### src/rtl/block_header_parser.sv
// ============================================================================
// block_header_parser : Zstd block header decoder and block byte emitter
// Rev 1.0
// ============================================================================
`default_nettype none

module block_header_parser #(
  parameter int MAX_BLOCK_SIZE = 131072
) (
  input  logic        clk,
  input  logic        reset,
  input  logic        start,
  input  logic        have_extra,
  input  logic [7:0]  extra_byte,
  input  logic [15:0] data_in,
  input  logic        data_valid,
  output logic        data_ready,
  output logic [7:0]  out_byte,
  output logic        out_valid,
  input  logic        out_ready,
  output logic        out_compressed,
  output logic        hdr_valid,
  output logic        last_block,
  output logic [1:0]  block_type,
  output logic [20:0] block_size,
  output logic        frame_done,
  output logic        error,
  output logic        leftover_valid,
  output logic [7:0]  leftover_byte
);

  localparam logic [3:0] C_IDLE      = 4'd0;
  localparam logic [3:0] C_HDR0      = 4'd1;
  localparam logic [3:0] C_HDR1      = 4'd2;
  localparam logic [3:0] C_HDR2      = 4'd3;
  localparam logic [3:0] C_CHECK     = 4'd4;
  localparam logic [3:0] C_COPY      = 4'd5;
  localparam logic [3:0] C_RLE_FETCH = 4'd6;
  localparam logic [3:0] C_RLE_EMIT  = 4'd7;
  localparam logic [3:0] C_DONE      = 4'd8;
  localparam logic [3:0] C_ERR       = 4'd9;

  localparam logic [20:0] C_MAX_SIZE = 21'(MAX_BLOCK_SIZE);

  logic [3:0]  r_state;
  logic [1:0]  r_count;
  logic [7:0]  r_buf0;
  logic [7:0]  r_buf1;
  logic [7:0]  r_hdr0;
  logic [7:0]  r_hdr1;
  logic [7:0]  r_rle;
  logic [20:0] r_remaining;
  logic        r_last;
  logic [1:0]  r_type;
  logic [20:0] r_size;

  logic w_busy;
  logic w_have_byte;
  logic w_take_word;
  logic w_out_fire;
  logic w_byte_state;
  logic w_consume;
  logic w_start_ok;

  assign w_busy       = (r_state != C_IDLE) && (r_state != C_DONE) && (r_state != C_ERR);
  assign w_have_byte  = (r_count != 2'd0);
  assign data_ready   = (r_count == 2'd0) && w_busy;
  assign w_take_word  = data_valid && data_ready;
  assign w_start_ok   = start && ((r_state == C_IDLE) || (r_state == C_DONE));

  assign out_valid = ((r_state == C_COPY) && w_have_byte && (r_remaining != 21'd0)) ||
                     ((r_state == C_RLE_EMIT) && (r_remaining != 21'd0));
  assign out_byte  = (r_state == C_COPY)     ? r_buf0 :
                     (r_state == C_RLE_EMIT) ? r_rle  : 8'd0;
  assign w_out_fire = out_valid && out_ready;

  // Header bytes and the RLE symbol are pulled one per cycle; COPY pulls on handshake
  assign w_byte_state = (r_state == C_HDR0) || (r_state == C_HDR1) ||
                        (r_state == C_HDR2) || (r_state == C_RLE_FETCH);
  assign w_consume    = (w_byte_state && w_have_byte) ||
                        ((r_state == C_COPY) && w_out_fire);

  assign out_compressed = (r_state == C_COPY) && (r_type == 2'd2);
  assign hdr_valid      = (r_state == C_CHECK);
  assign last_block     = r_last;
  assign block_type     = r_type;
  assign block_size     = r_size;
  assign frame_done     = (r_state == C_DONE);
  assign error          = (r_state == C_ERR);
  assign leftover_valid = (r_state == C_DONE) && (r_count == 2'd1);
  assign leftover_byte  = leftover_valid ? r_buf0 : 8'd0;

  // Byte buffer: a word is only accepted when empty, so load and consume never collide
  always_ff @(posedge clk) begin
    if (reset) begin
      r_count <= 2'd0;
      r_buf0  <= 8'd0;
      r_buf1  <= 8'd0;
    end else if (w_start_ok) begin
      r_count <= have_extra ? 2'd1 : 2'd0;
      r_buf0  <= extra_byte;
    end else if (w_take_word) begin
      r_count <= 2'd2;
      r_buf0  <= data_in[7:0];
      r_buf1  <= data_in[15:8];
    end else if (w_consume) begin
      r_count <= r_count - 2'd1;
      r_buf0  <= r_buf1;
    end
  end

  always_ff @(posedge clk) begin
    if (reset) begin
      r_state     <= C_IDLE;
      r_hdr0      <= 8'd0;
      r_hdr1      <= 8'd0;
      r_rle       <= 8'd0;
      r_remaining <= 21'd0;
      r_last      <= 1'b0;
      r_type      <= 2'd0;
      r_size      <= 21'd0;
    end else begin
      case (r_state)
        C_IDLE, C_DONE: begin
          if (w_start_ok) r_state <= C_HDR0;
        end
        C_HDR0: begin
          if (w_have_byte) begin
            r_hdr0  <= r_buf0;
            r_state <= C_HDR1;
          end
        end
        C_HDR1: begin
          if (w_have_byte) begin
            r_hdr1  <= r_buf0;
            r_state <= C_HDR2;
          end
        end
        C_HDR2: begin
          if (w_have_byte) begin
            r_last  <= r_hdr0[0];
            r_type  <= r_hdr0[2:1];
            r_size  <= {r_buf0, r_hdr1, r_hdr0[7:3]};
            r_state <= C_CHECK;
          end
        end
        C_CHECK: begin
          r_remaining <= r_size;
          if ((r_type == 2'd3) || (r_size > C_MAX_SIZE)) r_state <= C_ERR;
          else if (r_type == 2'd1)                       r_state <= C_RLE_FETCH;
          else                                           r_state <= C_COPY;
        end
        C_RLE_FETCH: begin
          if (w_have_byte) begin
            r_rle   <= r_buf0;
            r_state <= C_RLE_EMIT;
          end
        end
        C_COPY, C_RLE_EMIT: begin
          if (r_remaining == 21'd0)  r_state <= r_last ? C_DONE : C_HDR0;
          else if (w_out_fire)       r_remaining <= r_remaining - 21'd1;
        end
        C_ERR: r_state <= C_ERR;
        default: r_state <= C_IDLE;
      endcase
    end
  end

endmodule

`default_nettype wire
### config.mk
export PLATFORM = sky130hd
export DESIGN_NAME = block_header_parser
export DESIGN_NICKNAME = d
export VERILOG_FILES = /design/src/rtl/block_header_parser.sv
export SDC_FILE = /design/constraint.sdc
export NUM_CORES = 1
export LEC_CHECK = 0
export CAP_MARGIN = 20
export CORE_UTILIZATION = 58
export CTS_BUF_LIST = sky130_fd_sc_hd__clkbuf_16
export DETAILED_ROUTE_END_ITERATION = 7
export PLACE_DENSITY = 0.87
export SETUP_SLACK_MARGIN = 0.5
export SYNTH_ARGS = -nofsm -noshare
export SYNTH_HDL_FRONTEND = slang
export SYNTH_SLANG_ARGS = --single-unit
### constraint.sdc
create_clock -name clk -period 4.5 [get_ports clk]
set_clock_uncertainty 0.2 [all_clocks]
set_input_delay 1.125 -clock clk [delete_from_list [all_inputs] [get_ports clk]]
set_output_delay 1.125 -clock clk [all_outputs]
set_load 0.02 [all_outputs]
==> run summary <==
status: finished, final reports clean
pre-CTS setup slack: 0.850 ns
# setup viols final: 0
largest net degree at the start of global routing: 75
Area growth syn-to-layout: 23.0%
Cells after Synth: 559
vias post-DR: 4,560
unrepaired setup endpoints after global routing: false
antenna cells: 0
Initial DRC Count: 397
fraction of registers with async set/reset: 0%
final wirelength: 13,100 um
Main synth FF type: dfxtp_1
Max Cap Viol: 0
clock sinks: 91
Setup CP Type: reg -> out
first-pass GRT wire length: 21,200 um
sequential share of the synthesized area: 39.2%
Crit. End Element: primary output
number of CTS-inserted buffers: 9
vias per inst: 6.32
max_slew headroom: 26.3%
remaining global-route overflow: 0
Required @ worst endpoint: 3.17 ns
TritonCTS clock tree: built
Hold Crit Class: reg -> reg
post-detail-place hpwl: 9120 um
placer congestion estimate: 0.944
Fmax: 258 MHz
Clock Latency Late Sink: 0.34 ns
H-tree levels: 3
FILL cells: 585
area of the multi-input gates: 2640 um^2
maximum vdd drop: 0.000302 V
Syn Area/Cell: 8.31 um^2
clock tree buffer depth: 2
share of layout cells above drive strength 1: 7.90%
Core Rows: 32
die height: 91.5 um
Boundary Pins: 77
Final nets: 649
Netlist cell types: 60
fin crit share: 86.2%
setup bufs post-CTS: 0
warnings from Yosys: 0
Max Slew Vio Count: 0
Post-synth EDFFs: 0
cell area after synthesis: 4640 um^2
Post-synth top cells: nand2_1 (96), dfxtp_1 (91), nor2_1 (61), a21oi_1 (43), mux2i_1 (35)
min cycle time layout: 3.88 ns
Initial Utilization: 60.1%
clock-pin slew on the worst setup and hold paths: 0.07 ns
vias in the first global route: 4,211
clk root buf: clkbuf_16
syn nets: 593
Die W: 91.5 um
Die ar.: 8370 um^2
FF/Latch Area: 1820 um^2
leak pwr: 2.05 nW
top-count cell post-synth: nand2_1
Cell Pwr Density: 405 nW/um^2
fin util: 73.9%
drt wl/cell: 18.2 um
Final Hold Viols: 0
port buffer count: 76
initial antenna violation count: 0
Synth Register Bits: 91
post-synth top area cell: dfxtp_1
Antenna Nets Post-Route: 0
All-Layer GR Usage: 31.9%
Arr. time, crit path: 2.56 ns
Worst setup SP type: register
Final WS setup: 0.620 ns
crit path max fanout: 13
total iterations of the first detailed-routing run: 5
worst-margin pin slew: 1.10 ns
drt drc: 0
top post-synthesis cells by area: dfxtp_1 (39%), nand2_1 (7.8%), mux2i_1 (7.5%)
Total Negative Setup Slacks: 0 ns
core area: 7730 um^2
Synth top area share: 39.2%
per-stage QoR:
step / hold WS (ns) / cell area [um^2] / cells / power [W]
after global placement: 0.237 / 5410 / 706 / 0.00155
after floorplan: 0.231 / 4640 / 559 / 0.00142
after detailed placement: 0.246 / 5410 / 706 / 0.00157
after global routing: 0.276 / 5710 / 722 / 0.00240
after CTS: 0.256 / 5710 / 722 / 0.00230
final: 0.256 / 5710 / 722 / 0.00231
worst max-delay path, cell delays in order, from the launching register on:
cell             delay (ns)
dfxtp_2                0.50
nor2b_1                0.40
nand2_1                0.17
nor4b_1                0.44
clkdlybuf4s50_1        0.70
cell type report:
class	instances	share of cell area, %
multi-input cells	422	46.3
flip-flops and latches	91	31.9
repair buffers	80	13.8
clock buffers	9	3.94
well taps	102	2.23
clock inverters	7	1.16
inverters	11	0.723
timing repair:
item                                    in CTS  in global routing
gates resized for setup                      2                  2
hold buffers                                 0                  0
endpoints found under the setup margin       4                  8
state kept, by name, indices dropped and copies added, names as in the netlist, 2 cells and up:
| name | flops |
|---|---|
| block_size | 21 |
| r_state | 4 |
| r_buf1 | 8 |
| r_count | 2 |
| r_remaining | 21 |
| r_buf0 | 8 |
| r_hdr1 | 8 |
| r_hdr0 | 8 |
| block_type | 2 |
| r_rle | 8 |
final timing paths:
kind                                start                          end  slack, ns  cells after the start
setup / recovery  r_state[2]$_SDFFE_PP0P_               out_compressed       0.62                      4
hold / removal     r_buf1[7]$_SDFFE_PP0P_       r_buf1[7]$_SDFFE_PP0P_       0.26                      2
setup reg to reg  r_count[0]$_SDFFE_PP0P_  r_remaining[7]$_SDFFE_PP0P_       1.72                      6
hold reg to reg    r_buf1[7]$_SDFFE_PP0P_       r_buf1[7]$_SDFFE_PP0P_       0.26                      2
metal layers:
layer	routed length (um)	share of wire (%)	vias to the layer above	track usage [%]
met2	6410	49	206	53.1
met1	5500	42	2179	41.7
met3	892	6.8	36	5.61
met5	0	0	-	0
li1	-	-	2139	-
met4	314	2.4	0	10.4
cell families after synthesis:
family / Yosys count / share of synthesized area (%)
adder cells (fa/ha/maj): 4 / 1.08
multiplexers: 44 / 9.73
AND/OR/NAND/NOR: 252 / 26.3
buffers and inverters: 46 / 4.12
AO/OA/AOI/OAI: 122 / 19.6
flip-flops: 91 / 39.2
power by group:
part	internal, W	leakage (nW)	switching (W)
combinational	0.000251	1.17	0.000347
sequential	0.000867	0.736	0.000105
clock	0.000390	0.144	0.000354
total	0.00151	2.05	0.000806
cell usage in the layout, fill, tap and decap left out, drive strengths merged, types with 12 or more instances in the layout:
cell type,netlist,final
a21oi,44,44
a32o,20,20
and3,12,12
clkdlybuf4s50,0,75
dfxtp,91,91
inv,10,14
mux2i,35,35
nand2,96,96
nand3,15,15
nand4,13,13
nor2,63,63
Note: power is estimated with default switching activity, not from simulation.
